[src/rtl/adder_pkg.sv]
// Shared definitions for the serial slice adder: FSM encoding, slice width and
// the slice-counter width helper.
package adder_pkg;

    localparam int unsigned SLICE_W = 4;

    typedef logic [1:0] state_t;

    localparam state_t StIdle = 2'd0;
    localparam state_t StRun  = 2'd1;
    localparam state_t StDone = 2'd2;

    // A single-slice configuration still needs a 1-bit counter.
    function automatic int unsigned cnt_width(input int unsigned slices);
        if (slices <= 1) begin
            return 1;
        end
        return $clog2(slices);
    endfunction

endpackage

[src/rtl/ripple_adder.sv]
// Combinational 4-bit ripple-carry adder; the single datapath slice reused
// every cycle by serial_slice_adder.
module ripple_adder (
    input  logic [3:0] A,
    input  logic [3:0] B,
    input  logic       ci,
    output logic [3:0] SUM,
    output logic       co
);

    logic [4:0] carry;

    always_comb begin
        carry    = '0;
        SUM      = '0;
        carry[0] = ci;
        for (int i = 0; i < 4; i++) begin
            SUM[i]       = A[i] ^ B[i] ^ carry[i];
            carry[i + 1] = (A[i] & B[i]) | (carry[i] & (A[i] ^ B[i]));
        end
        co = carry[4];
    end

endmodule

[src/rtl/serial_slice_adder.sv]
// Multi-cycle n-bit adder: walks the operands w bits per cycle through one
// ripple_adder, chaining the carry through a register.
module serial_slice_adder
    import adder_pkg::*;
#(
    parameter int unsigned n = 24,
    parameter int unsigned w = SLICE_W
) (
    input  logic         clk,
    input  logic         rst,
    input  logic         in_valid,
    output logic         in_ready,
    input  logic [n-1:0] A,
    input  logic [n-1:0] B,
    input  logic         ci,
    output logic         out_valid,
    input  logic         out_ready,
    output logic [n-1:0] SUM,
    output logic         co,
    output logic         busy
);

    localparam int unsigned NumSlices = n / w;
    localparam int unsigned CntW      = cnt_width(NumSlices);
    localparam logic [CntW-1:0] LastCnt = CntW'(NumSlices - 1);

    generate
        if ((w != SLICE_W) || (n < w) || ((n % w) != 0)) begin : g_bad_params
            $error("serial_slice_adder: n must be a non-zero multiple of w, and w must be 4");
        end
    endgenerate

    state_t            state_q, state_d;
    logic [n-1:0]      a_sh_q, a_sh_d;
    logic [n-1:0]      b_sh_q, b_sh_d;
    logic              carry_q, carry_d;
    logic [CntW-1:0]   cnt_q, cnt_d;
    logic [n-1:0]      sum_q, sum_d;
    logic              co_q, co_d;

    logic [SLICE_W-1:0]   slice_a, slice_b, slice_sum;
    logic                 slice_co;
    logic [n+SLICE_W-1:0] sum_cat;

    assign slice_a = a_sh_q[SLICE_W-1:0];
    assign slice_b = b_sh_q[SLICE_W-1:0];

    ripple_adder u_slice (
        .A   (slice_a),
        .B   (slice_b),
        .ci  (carry_q),
        .SUM (slice_sum),
        .co  (slice_co)
    );

    // New slice enters at the MSB end; the concat/shift form also covers n == w.
    assign sum_cat = {slice_sum, sum_q} >> w;

    always_comb begin
        state_d = state_q;
        a_sh_d  = a_sh_q;
        b_sh_d  = b_sh_q;
        carry_d = carry_q;
        cnt_d   = cnt_q;
        sum_d   = sum_q;
        co_d    = co_q;

        case (state_q)
            StIdle: begin
                if (in_valid) begin
                    a_sh_d  = A;
                    b_sh_d  = B;
                    carry_d = ci;
                    cnt_d   = '0;
                    state_d = StRun;
                end
            end
            StRun: begin
                sum_d   = sum_cat[n-1:0];
                a_sh_d  = a_sh_q >> w;
                b_sh_d  = b_sh_q >> w;
                carry_d = slice_co;
                cnt_d   = cnt_q + CntW'(1);
                if (cnt_q == LastCnt) begin
                    co_d    = slice_co;
                    state_d = StDone;
                end
            end
            StDone: begin
                if (out_ready) begin
                    state_d = StIdle;
                end
            end
            default: begin
                state_d = StIdle;
            end
        endcase
    end

    always_ff @(posedge clk or posedge rst) begin
        if (rst) begin
            state_q <= StIdle;
            a_sh_q  <= '0;
            b_sh_q  <= '0;
            carry_q <= 1'b0;
            cnt_q   <= '0;
            sum_q   <= '0;
            co_q    <= 1'b0;
        end else begin
            state_q <= state_d;
            a_sh_q  <= a_sh_d;
            b_sh_q  <= b_sh_d;
            carry_q <= carry_d;
            cnt_q   <= cnt_d;
            sum_q   <= sum_d;
            co_q    <= co_d;
        end
    end

    assign in_ready  = (state_q == StIdle);
    assign busy      = (state_q == StRun);
    assign out_valid = (state_q == StDone);
    assign SUM       = sum_q;
    assign co        = co_q;

endmodule

[config.mk]
export PLATFORM = sky130hd
export DESIGN_NAME = serial_slice_adder
export DESIGN_NICKNAME = d
export VERILOG_FILES = /design/src/rtl/adder_pkg.sv /design/src/rtl/ripple_adder.sv /design/src/rtl/serial_slice_adder.sv
export SDC_FILE = /design/constraint.sdc
export NUM_CORES = 1
export LEC_CHECK = 0
export BUFFER_PORTS_ARGS = -buffer_cell sky130_fd_sc_hd__buf_2
export CAP_MARGIN = 20
export CORE_MARGIN = 5
export CORE_UTILIZATION = 50
export DETAILED_ROUTE_END_ITERATION = 7
export PLACE_DENSITY_LB_ADDON = 0.3
export SLEW_MARGIN = 20
export SYNTH_ARGS = -nofsm -noshare
export SYNTH_HDL_FRONTEND = slang
export SYNTH_SLANG_ARGS = --single-unit
export TNS_END_PERCENT = 50
[constraint.sdc]
create_clock -name clk -period 3.05 [get_ports clk]
set_input_delay 0 -clock clk [delete_from_list [all_inputs] [get_ports clk]]
set_output_delay 0 -clock clk [all_outputs]
set_load 0.1 [all_outputs]
## Word-level counts from Yosys, hierarchy flattened

Cells that the tools add are included.

- Output and inout port bits: 28
- Word-level logic and storage cells: 51
- RAM bits: 0
- ROM bits: 0
- Register bits after elaboration: 79
- Memories kept: 0
- Bits in latches: 0

- Add/subtract/negate cells: 1
- Mux-type cells: 12
- Bitwise gates (word level): 20
- Div/mod/pow operators: 0
- Equality and inequality tests: 6
- Order comparisons: 0
- Reductions and logical operators: 5
- Multipliers: 0
- Shift operators: 0

Operator list:

| operator | count |
|---|---|
| $pmux 24 s2 | 2 |
| $mux 24 | 2 |
| $and 1x1->1 | 8 |
| $xor 1x1->1 | 8 |
| $mux 2 | 3 |
| $pmux 2 s3 | 1 |
| $pmux 3 s2 | 1 |
| $ne 2x1->1 const B | 2 |
| $or 1x1->1 | 4 |
| $reduce_and 2->1 | 2 |
| $add 3x1->3 const B | 1 |
| $eq 3x3->1 const B | 1 |
| $mux 3 | 1 |
| $reduce_and 3->1 | 1 |
| $eq 2x1->1 const B | 1 |
| $eq 2x2->1 const B | 1 |
| $logic_not 2->1 | 1 |
| $ne 2x2->1 const B | 1 |
| $pmux 1 s2 | 1 |
| $reduce_bool 2->1 | 1 |
| $mux 1 | 1 |

## Depth between registers and ports, before layout

- Word-level depth: 10
- Mapped depth: 8
- Depth with buffers taken out: 8

## By module

A second synthesis with hierarchy kept.

- Cells, all modules: 409
- Area, all modules: 3723.6 sq um

By module, submodules not included:

| module | area an instance (sq um) | times used | cells an instance |
|---|---|---|---|
| serial_slice_adder | 3606.0 | 1 | 395 |
| ripple_adder | 117.6 | 1 | 14 |

## Worst setup path after synthesis

Ideal clock, no wire load.

- Path type: register to register
- Start point: register a_sh_q[0]
- End point: register sum_q[23] (netlist: SUM[23])
- Data arrival time: 1989 ps
- Library setup time: 83 ps
- Slack: 979 ps
- Cell stages (with the launch flop): 9
- Path through: dfrtp_1 fa_1 inv_1 fa_1 inv_1 fa_1 inv_1 fa_1 o21ai_0

- Cells in the longest elaborated chain, start to end: 8
- Elaborated cells on any way between the ends: 9
- Those cells by class: bitwise (9)

RTL lines:

| item | RTL line | RTL |
|---|---|---|
| start, declared | serial_slice_adder.sv:34 | `logic [n-1:0] a_sh_q, a_sh_d;` |
| start signal, assigned | serial_slice_adder.sv:111 | `a_sh_q <= a_sh_d;` |
| $xor 1x1->1 | ripple_adder.sv:19 | `carry[i + 1] = (A[i] & B[i]) \| (carry[i] & (A[i] ^ B[i]));` |
| $and 1x1->1 | ripple_adder.sv:19 |  |
| $or 1x1->1 * | ripple_adder.sv:19 |  |
| $and 1x1->1 * | ripple_adder.sv:19 |  |
| $or 1x1->1 * | ripple_adder.sv:19 |  |
| $and 1x1->1 * | ripple_adder.sv:19 |  |
| $or 1x1->1 * | ripple_adder.sv:19 |  |
| $xor 1x1->1 * | ripple_adder.sv:18 | `SUM[i] = A[i] ^ B[i] ^ carry[i];` |
| end signal, assigned | serial_slice_adder.sv:115 | `sum_q <= sum_d;` |
| end, declared | serial_slice_adder.sv:38 | `logic [n-1:0] sum_q, sum_d;` |

Every way passes the cells marked *; elsewhere a longest branch is shown, timed or not.
A chain may end at the register's enable or synchronous reset.

## Final worst setup path

Same ends and word-level chain as after synthesis.

==> impl_metrics.env <==
export IMPL_outcome="finished clean"
export IMPL_start_util=0.512
export IMPL_gr_total_overflow=0
export IMPL_routed_wl_microns=9320
export IMPL_synth_area_top_cells="dfrtp_1 54%, nor3_1 8.1%, nand2_1 7.8%"
export IMPL_finalNetCount=553
export IMPL_slowest_delay_ns=0.42
export IMPL_grt_max_degree=64
export IMPL_cp_arrival_ns=2.52
export IMPL_end_kind="flip-flop"
export IMPL_crit_path_start_kind="flip-flop"
export IMPL_final_antenna_net_count=0
export IMPL_synth_fp_nets=443
export IMPL_swShare=0.516
export IMPL_post_cts_resized=0
export IMPL_ys_flop_type="dfrtp_1"
export IMPL_power_internal_mw=2.86
export IMPL_ir_drop_mv=0.456
export IMPL_holdPathEnd="a_sh_q[19]$_DFFE_PP0P_"
export IMPL_r2r_start="a_sh_q[0]$_DFFE_PP0P_"
export IMPL_place_inst=538
export IMPL_drt_iter0_drc=229
export IMPL_die_h_microns=95.9
export IMPL_synth_cell_types=36
export IMPL_min_path_cells=3
export IMPL_post_cts_repair_setup_buffers=0
export IMPL_cap_violations=0
export IMPL_seq_power_share=0.328
export IMPL_grt_pass1_wl_microns=15300
export IMPL_netlist_top_cell_by_area="dfrtp_1"
export IMPL_pwr_share_clk=0.161
export IMPL_min_period_ns=2.26
export IMPL_final_instance_count_excl_fill=598
export IMPL_critical_path_class="reg -> reg"
export IMPL_combinationalPowerShare=0.511
export IMPL_clk_pin_slew_ns=0.09
export IMPL_worst_path_max_fanout=3
export IMPL_num_vias=3290
export IMPL_max_freq_ghz=0.443
export IMPL_grt_pass1_vias=3142
export IMPL_maxSlewHeadroom=0.424
export IMPL_firstDrtPassIters=7
export IMPL_synth_seq_cells=79
export IMPL_finalSetupViolations=0
export IMPL_cp_top_family="adder cells"
export IMPL_synth_edf_count=0
export IMPL_path_cells="fa_1 -> inv_1 -> fa_1 -> inv_1 -> fa_1 -> inv_1 -> fa_1 -> o21ai_0"
export IMPL_cts_sinks=79
export IMPL_io_pins=81
export IMPL_leakagePower_nw=2.20
export IMPL_yosysTopAreaCellShare=0.535
export IMPL_detail_route_vias_per_cell=5.50
export IMPL_ys_seq_area_frac=0.535
export IMPL_period_share=0.741
export IMPL_h_tree_depth=3
export IMPL_n_antenna_cell=0
export IMPL_floorplan_die_area_sq_um=9200
export IMPL_rsz0062_at_grt="false"
export IMPL_net_switching_power_mw=3.05
export IMPL_avgSynthCellArea_sq_um=9.62
export IMPL_synthArstFlopShare=1.00
export IMPL_antenna_found_initial=0
export IMPL_clk_path_buf_depth=2
export IMPL_cpMaxStageDelayCell="dfrtp_1"
export IMPL_dp_hpwl_microns=5770
export IMPL_drive_gt1_frac=0.222
export IMPL_cp_common_cell="fa_1"
export IMPL_io_buffers=80
export IMPL_wl_per_cell_microns=15.6
export IMPL_power_density_nw_per_um2=1250
export IMPL_min_delay_path_class="in -> reg"
export IMPL_die_width_microns=95.9
export IMPL_tns_ns=0
export IMPL_cts_hold_buf=44
export IMPL_cts_tree="yes"
export IMPL_gp_congestion=0.783
export IMPL_finalHoldViolCount=0
export IMPL_yosys_warnings=0
export IMPL_clkLatencyLatePin_ns=0.35
export IMPL_worstHoldStart="A[19]"
export IMPL_synthCells=384
export IMPL_reg2reg_depth=8
export IMPL_coreArea_sq_um=7210
export IMPL_cp_required_ns=3.31
export IMPL_yosysMostFrequentCell="dfrtp_1"
export IMPL_r2r_end="SUM[23]$_DFFE_PP0P_"
export IMPL_fin_skew_ns=0.0133
export IMPL_ys_top_cells_by_count="79 x dfrtp_1, 77 x nand2_1, 60 x nor3_1"
export IMPL_num_rows=31
export IMPL_drc_errors=0
export IMPL_area_growth_pct=28.4
export IMPL_cts_root_buf="clkbuf_8"
export IMPL_syn_area_sq_um=3690
export IMPL_r2r_slack_ns=0.79
export IMPL_worstMarginPinSlew_ns=0.863
export IMPL_track_usage=0.214
export IMPL_crit_buf_inv=3
export IMPL_finalMaxSlewViolations=0
export IMPL_cts_buffers=9
registers in the layout, summed over array words and instances (netlist names):
| register | flops |
|---|---|
| SUM | 24 |
| a_sh_q | 24 |
| b_sh_q | 24 |
| cnt_q | 3 |
| state_q | 2 |
| carry_q | 1 |
| co | 1 |
layout by cell type (no fill, tap or decap), types with 3 or more instances in the layout:
cell type / Yosys / routed
a21oi_1: 4 / 4
dfrtp_1: 79 / 78
nand2_1: 77 / 77
o22a_1: 4 / 4
clkbuf_8: 0 / 10
nor3b_1: 6 / 6
fa_1: 4 / 4
dlygate4sd3_1: 0 / 44
o21ai_0: 16 / 16
buf_2: 16 / 80
o32ai_1: 13 / 13
a221oi_1: 3 / 3
nor3_1: 60 / 60
o22ai_1: 34 / 34
nor2_1: 15 / 15
inv_1: 14 / 13
buf_4: 6 / 6
bufinv_16: 0 / 3
logic make-up (layout without fill, tap and decap cells):
group | Yosys count | count (layout) | synth area share
and+or+nand+nor | 170 | 170 | 0.210
AOI/OAI and AO/OA | 82 | 82 | 0.153
DFF | 79 | 79 | 0.535
buffers and inverters | 47 | 162 | 0.0735
adders and majority gates | 6 | 6 | 0.0285
layout make-up:
cell class,instances,area [sq um]
inverters,16,62.6
fillers,588,2470
flip-flops and latches,79,1980
clock inverters,6,108
multi-input cells,258,1450
well taps,99,124
repair buffers,130,886
clock buffers,10,138
metrics by stage:
stage	util	hold WS (ns)	power [mW]	cell area, sq um	setup slack, ns
after floorplan	-	0.0863	4.42	3690	0.979
after global placement	0.562	0.178	4.81	4060	0.929
after detailed placement	0.562	0.178	4.93	4060	0.803
after CTS	0.657	0.000741	5.93	4740	0.780
after global routing	0.657	0.0327	6.27	4740	0.674
final	0.657	0.00952	5.91	4740	0.791
routing by layer:
| metal | vias up | GRT usage | part of all wire |
|---|---|---|---|
| met3 | 21 | 0.0375 | 0.060 |
| met5 | - | 0 | 0 |
| met4 | 0 | 0.0972 | 0.025 |
| li1 | 1581 | - | - |
| met1 | 1569 | 0.288 | 0.42 |
| met2 | 119 | 0.339 | 0.49 |
worst min-delay path: cells and delay by family:
kind	cells	cell delay (ns)
and+or+nand+nor	1	0.09
buffers and inverters	1	0.07
AOI/OAI and AO/OA	1	0.17
power by group through the flow:
stage / Clock (mW) / Sequential (mW) / Combinational [mW]
2_1_floorplan: 0 / 2.97 / 1.45
3_3_place_gp: 0 / 1.92 / 2.89
3_5_place_dp: 0 / 1.95 / 2.98
4_1_cts: 0.961 / 1.94 / 3.04
5_1_grt: 1.01 / 2.00 / 3.26
6_report: 0.953 / 1.94 / 3.02
how the worst max path moves through the flow:
stage	slack, ns	from	depth (start not counted)	to
finish	0.79	a_sh_q[0]$_DFFE_PP0P_	8	SUM[23]$_DFFE_PP0P_
global route	0.67	a_sh_q[0]$_DFFE_PP0P_	8	SUM[23]$_DFFE_PP0P_
CTS	0.78	a_sh_q[0]$_DFFE_PP0P_	8	SUM[23]$_DFFE_PP0P_
detailed placement	0.80	a_sh_q[0]$_DFFE_PP0P_	8	SUM[23]$_DFFE_PP0P_
global placement	0.93	a_sh_q[0]$_DFFE_PP0P_	8	SUM[23]$_DFFE_PP0P_
floorplan	0.98	a_sh_q[0]$_DFFE_PP0P_	8	SUM[23]$_DFFE_PP0P_
No activity file was read; power rests on OpenSTA's default activity.
